[src/rtl/fetch_sequencer.sv]
// fetch_sequencer: instruction fetch front end driving a combinational ROM.
//
// Purpose
//   Presents pc to the ROM and captures the returned word into instr one
//   cycle later. Words whose top six bits are 6'b100001 are extended
//   instructions: the following ROM word is captured into ext_lit, and
//   instr_valid pulses only once the pair is complete. Redirect, call and
//   return transfers flush instr_valid for one cycle.
//
// Configuration
//   RAS_EN (macro): when defined, call/ret use a RAS_DEPTH-entry LIFO return
//   stack with sticky overflow/underflow flags. When undefined, there is no
//   stack. Call jumps to call_target, ret jumps to redirect_target, and the
//   flags read 0.
//
// Ports
//   clk             clock, all state changes on its rising edge
//   rst             synchronous active-high reset
//   pc              ROM address (8 bits)
//   rom_data        ROM word at pc (16 bits)
//   stall           freeze fetch, all outputs hold
//   redirect        jump/branch taken, to redirect_target
//   call            call taken, to call_target
//   ret             return taken
//   instr, ext_lit  fetched instruction word and extension literal
//   instr_valid     instr/ext_lit hold a complete instruction
//   ras_ovf/ras_unf sticky stack overflow/underflow flags
module fetch_sequencer #(
  parameter logic [7:0] RESET_PC  = 8'h00,
  parameter int         RAS_DEPTH = 4
) (
  input  logic        clk,
  input  logic        rst,
  output logic [7:0]  pc,
  input  logic [15:0] rom_data,
  input  logic        stall,
  input  logic        redirect,
  input  logic [7:0]  redirect_target,
  input  logic        call,
  input  logic [7:0]  call_target,
  input  logic        ret,
  output logic [15:0] instr,
  output logic [15:0] ext_lit,
  output logic        instr_valid,
  output logic        ras_ovf,
  output logic        ras_unf
);

  typedef enum logic {FETCH, EXT} state_t;

  state_t      state_q, state_d;
  logic [7:0]  pc_q, pc_d;
  logic [15:0] instr_q, instr_d;
  logic [15:0] ext_lit_q, ext_lit_d;
  logic        instr_valid_q, instr_valid_d;

`ifdef RAS_EN
  localparam int SP_W  = $clog2(RAS_DEPTH + 1);
  localparam int IDX_W = (RAS_DEPTH > 1) ? $clog2(RAS_DEPTH) : 1;

  logic [7:0]      stack_q [RAS_DEPTH];
  logic [SP_W-1:0] sp_q, sp_d, sp_m1;
  logic            push_en, pop_en, stack_full, stack_empty;
  logic            ras_ovf_q, ras_ovf_d, ras_unf_q, ras_unf_d;
  logic [7:0]      stack_top;

  assign sp_m1       = sp_q - SP_W'(1);
  assign stack_full  = (sp_q == SP_W'(RAS_DEPTH));
  assign stack_empty = (sp_q == '0);
  // Index wraps harmlessly when the stack is empty; it is only used on a pop.
  assign stack_top   = stack_q[sp_m1[IDX_W-1:0]];
`endif

  always_comb begin
    state_d       = state_q;
    pc_d          = pc_q;
    instr_d       = instr_q;
    ext_lit_d     = ext_lit_q;
    instr_valid_d = instr_valid_q;
`ifdef RAS_EN
    push_en   = 1'b0;
    pop_en    = 1'b0;
    ras_ovf_d = ras_ovf_q;
    ras_unf_d = ras_unf_q;
`endif

    if (redirect) begin
      // Redirect wins over call/ret; a call dropped here pushes nothing.
      pc_d          = redirect_target;
      instr_valid_d = 1'b0;
      state_d       = FETCH;
    end else if (call) begin
      // A simultaneous ret is silently dropped.
      pc_d          = call_target;
      instr_valid_d = 1'b0;
      state_d       = FETCH;
`ifdef RAS_EN
      if (stack_full) ras_ovf_d = 1'b1;
      else            push_en   = 1'b1;
`endif
    end else if (ret) begin
      instr_valid_d = 1'b0;
      state_d       = FETCH;
`ifdef RAS_EN
      if (stack_empty) begin
        pc_d      = RESET_PC;
        ras_unf_d = 1'b1;
      end else begin
        pc_d   = stack_top;
        pop_en = 1'b1;
      end
`else
      pc_d = redirect_target;
`endif
    end else if (!stall) begin
      pc_d = pc_q + 8'd1;
      if (state_q == FETCH) begin
        instr_d = rom_data;
        if (rom_data[15:10] == 6'b100001) begin
          instr_valid_d = 1'b0;
          state_d       = EXT;
        end else begin
          instr_valid_d = 1'b1;
        end
      end else begin
        ext_lit_d     = rom_data;
        instr_valid_d = 1'b1;
        state_d       = FETCH;
      end
    end
  end

  always_ff @(posedge clk) begin
    if (rst) begin
      state_q       <= FETCH;
      pc_q          <= RESET_PC;
      instr_q       <= 16'h0000;
      ext_lit_q     <= 16'h0000;
      instr_valid_q <= 1'b0;
    end else begin
      state_q       <= state_d;
      pc_q          <= pc_d;
      instr_q       <= instr_d;
      ext_lit_q     <= ext_lit_d;
      instr_valid_q <= instr_valid_d;
    end
  end

`ifdef RAS_EN
  always_comb begin
    sp_d = sp_q;
    if (push_en)     sp_d = sp_q + SP_W'(1);
    else if (pop_en) sp_d = sp_m1;
  end

  always_ff @(posedge clk) begin
    if (rst) begin
      sp_q      <= '0;
      ras_ovf_q <= 1'b0;
      ras_unf_q <= 1'b0;
    end else begin
      sp_q      <= sp_d;
      ras_ovf_q <= ras_ovf_d;
      ras_unf_q <= ras_unf_d;
    end
  end

  // Entries carry no reset; the stack pointer alone defines what is live.
  for (genvar gi = 0; gi < RAS_DEPTH; gi++) begin : g_stack
    always_ff @(posedge clk) begin
      if (!rst && push_en && (sp_q[IDX_W-1:0] == IDX_W'(gi))) begin
        stack_q[gi] <= pc_q;
      end
    end
  end

  assign ras_ovf = ras_ovf_q;
  assign ras_unf = ras_unf_q;
`else
  assign ras_ovf = 1'b0;
  assign ras_unf = 1'b0;
`endif

  assign pc          = pc_q;
  assign instr       = instr_q;
  assign ext_lit     = ext_lit_q;
  assign instr_valid = instr_valid_q;

endmodule

[config.mk]
export PLATFORM = sky130hd
export DESIGN_NAME = fetch_sequencer
export DESIGN_NICKNAME = d
export VERILOG_FILES = /design/src/rtl/fetch_sequencer.sv
export SDC_FILE = /design/constraint.sdc
export NUM_CORES = 1
export LEC_CHECK = 0
export BUFFER_PORTS_ARGS = -buffer_cell sky130_fd_sc_hd__buf_2
export CAP_MARGIN = 10
export CORE_ASPECT_RATIO = 1.25
export CORE_MARGIN = 2
export CORE_UTILIZATION = 47
export CTS_CLUSTER_DIAMETER = 150
export DETAILED_ROUTE_END_ITERATION = 6
export GPL_TIMING_DRIVEN = 1
export PLACE_DENSITY = 0.82
export SKIP_CTS_REPAIR_TIMING = 1
export SLEW_MARGIN = 30
export SYNTH_ARGS = -nofsm -noshare
export SYNTH_HDL_FRONTEND = slang
export SYNTH_SLANG_ARGS = --single-unit
[constraint.sdc]
create_clock -name clk -period 1.7 [get_ports clk]
set_input_delay 0.255 -clock clk [delete_from_list [all_inputs] [get_ports clk]]
set_output_delay 0.255 -clock clk [all_outputs]
set_load 0.01 [all_outputs]
* Word level (Yosys, flattened, before mapping)
Index checks and enable logic that the tools add are counted.
** Storage, ports and cells
- Flip-flop bits (word level) :: 42
- Input bits :: 38
- Logic and storage cells :: 24
- Output and inout port bits :: 43
** Operators by class
- Eq/ne operators :: 2
- Add/sub/neg operators :: 1
- Reductions and logical operators :: 3
- Mux-type cells :: 8
- Bitwise gates (word level) :: 5
** Operators by type and width (count)
- $mux 8 :: 4
- $reduce_and 5->1 :: 2
- $add 8x1->8 const B :: 1
- $eq 6x6->1 const B :: 1
- $not 1->1 :: 5
- $mux 1 :: 4
- $ne 4x1->1 const B :: 1
- $reduce_or 4->1 :: 1

* Depth between registers and ports, before layout
- Depth in word-level cells :: 5
- Mapped depth :: 6
- Mapped depth without buffers :: 5

* Least setup slack after synthesis
Ideal clock, no wire load.
- Path type :: register -> register
- Start :: register pc_q[2] (netlist: pc[2])
- End :: register pc_q[7] (netlist: pc[7])
- Cell stages (with the launch flop) :: 4
- Required time :: 1614 ps
- Period minus slack after synthesis :: 1405 ps
- Library setup time :: 86 ps
- Arrival :: 1318 ps
- Path slack :: 295 ps
- Cells stage by stage :: dfxtp_1 -> nand4_1 -> or4_4 -> a221oi_2
** On the way
- Longest elaborated chain between the ends :: 5
** Ends and longest elaborated chain
- start: declaration :: line 52 : logic [7:0] pc_q, pc_d;
- start signal: assignment :: line 142 : pc_q <= pc_d;
- $add 8x1->8 :: line 116 : pc_d = pc_q + 8'd1;
- $mux 8 :: line 115 : end else if (!stall) begin
- $mux 8 :: line 101 : end else if (ret) begin
- $mux 8 :: line 92 : end else if (call) begin
- $mux 8 :: line 87 : if (redirect) begin
No other way between the ends. The select of a mux whose other input is x is not followed.
A chain may end at the register's enable or synchronous reset.

* Final worst setup path
Ends and elaborated chain as after synthesis.

==> metrics.txt <==
layout cells sized above 1=a little under a third; Crit Path Max Fanout=7; Finished Layout Cells=388; r2r worst-path depth=3; CTS tree=done; critical path required time=1.91 ns; Avg Cell Area, Syn=roughly 7.8 µm²; Static Leak=approximately 1.1 nW; Wirelength per Cell=roughly 14 µm; Post-synth EDFFs=0; YS warnings=0; Synth Flop Type=dfxtp_1; CP Class=register to register; Setup crit end kind=register; Die W=between 60 and 70 µm; Fillers=approximately 410; CTS Buffer Depth=2; skew final=0.00617 ns; ys async rst share=0%; status=completed; Power Dens Cells=796 nW/µm²; die area=~4600 µm²; register area=around 840 µm²; Hold Path Cell Cnt=3; placed instance count=380; Clock Pin Slew Worst Setup and Hold Paths=0.09 ns; NumNets Final=370; overall power=2.00 mW; pre-CTS setup slack=between 0.15 and 0.2 ns; DR WL met2=~2700 µm; clock sink total=42; unrepaired setup endpoints after global routing=no; first-pass GRT wire length=8340 µm; crit path launch type=register; root buf cell=clkbuf_8; critical hold path startpoint=rom_data[2]; H-tree levels=2; synthesis-to-finish area growth=30.2%; Fmax=approximately 0.65 GHz; top post-synthesis cells by area=dfxtp_1 (43%), nand2_1 (15%), a21oi_1 (10%), buf_2 (1.6%), clkbuf_1 (1.4%); initial antenna violation count=0; uppermost routed layer=met4; PnR worst setup slack=approximately 0.17 ns; Worst Hold Class=primary input to register; post-route DRC violation count=0; total number of vias=a little over 2,000; std cell rows=26; Synth top cells by count=nand2_1 (75), dfxtp_1 (42), a21oi_1 (40); post-synth top area share=a little over two fifths; Via-to-Cell Ratio=5.21; Core ar.=~4000 µm²; vias in the first global route=1,764; Tot GR Track Use=a little under a quarter; CTS buffer count=5; cell taking the most area after synthesis=dfxtp_1; pin count of the biggest net entering global routing=38; Final Max Slew Viols=0; final setup violation count=0; unique cell type count in the Yosys netlist=48; max-cap viol count=0; Met1 Routed Length=about 2200 µm; Max rail drop VDD=about 0.66 mV; HPWL Detailed=4020 µm; most numerous cell in the Yosys netlist=nand2_1; area of the multi-input gates=983 µm²; Total Wirelength=around 5300 µm; # port buffers=78; crit path DAT=roughly 1.7 ns; Final ANT Viol Nets=0; R2R Path Start=pc[2]$_SDFFE_PP0P_; synthesized cell area=a little under 2000 µm²; later-pin clock latency in the skew report=just under 0.3 ns; Met3 Wirelength=357 µm; gpl congestion=slightly above 0.9; fin crit period=~1.5 ns; Initial Util=~48%; initial drt markers=about 170; setup TNS=0 ns; CP startpoint=pc[2]$_SDFFE_PP0P_; DR pass1 iterations=4; final hold viol count=0; # diodes=0; sequential share of the synthesized area=between 40 and 50%; chip height=75.7 µm; grt ovf=0; crit share post-route=between 90% and 100%; IO Pins=between 80 and 90; post-synthesis register bit count=42; post-synthesis cell count=approximately 250
## per-layer routing
layer / track usage, % / vias up
li1: - / 1015
met1: 28.8 / 920
met2: 40.4 / 78
met3: 6.96 / 8
met4: 7.57 / 0
met5: 0 / -
## cells in the final DEF, fill, tap and decap left out, drive strengths merged, types with 2 or more instances in the layout
master / instances
a221oi: 3
and2: 2
mux2i: 2
and4: 2
nand3: 3
nand4: 2
o21ai: 7
nor2b: 3
a31oi: 2
a21oi: 40
clkbuf: 6
o31ai: 2
inv: 9
xnor2: 3
buf: 90
nor4: 2
nand2: 75
and3: 2
nor2: 6
dfxtp: 42
nand2b: 2
nor3: 6
conb: 2
## power breakdown
| group | total [mW] | switching (mW) | internal (mW) |
|---|---|---|---|
| registers | 1.03 | 0.0214 | 1.01 |
| logic | 0.280 | 0.160 | 0.121 |
| clock network | 0.694 | 0.360 | 0.335 |
## sequential cells by signal, indices dropped and copies added, names as in the netlist
signal,count
instr_valid,1
ext_lit,16
state_q,1
instr,16
pc,8
## final cells by class
cell class	count	area share, %
tap	56	2.78
clock inverter	2	0.646
multi-input combinational	184	39.1
sequential	42	33.4
inverter	8	1.19
timing repair buffer	90	19.6
clock buffer	6	3.28
## through the flow
step,utilization [%],cell area [µm²],hold slack (ns)
global placement,59.9,2420,0.438
floorplan,-,1940,0.391
finish,62.4,2520,0.202
CTS,62.4,2520,0.196
detailed placement,59.9,2420,0.444
global route,62.4,2520,0.196
## cell families after synthesis
| family | share of synthesized area (%) |
|---|---|
| simple gates | 26.0 |
| compound gates | 20.5 |
| flops | 43.5 |
| buf+inv | 5.83 |
| xor+xnor | 1.81 |
| mux | 1.62 |
| fa+ha+maj | 0.647 |
| other cells | 0.194 |
## worst paths after layout
check                            end  slack [ns]
max               pc[7]$_SDFFE_PP0P_        0.17
min            instr[2]$_SDFFE_PP0P_        0.20
max reg2reg       pc[7]$_SDFFE_PP0P_        0.17
min reg2reg  ext_lit[8]$_SDFFE_PP0P_        0.45
## critical path, stage by stage (launching register included)
cell      delay, ns
dfxtp_1        0.47
nand4_1        0.19
or4_4          0.52
a221oi_2       0.27
Note: power is estimated with default switching activity, not from simulation.
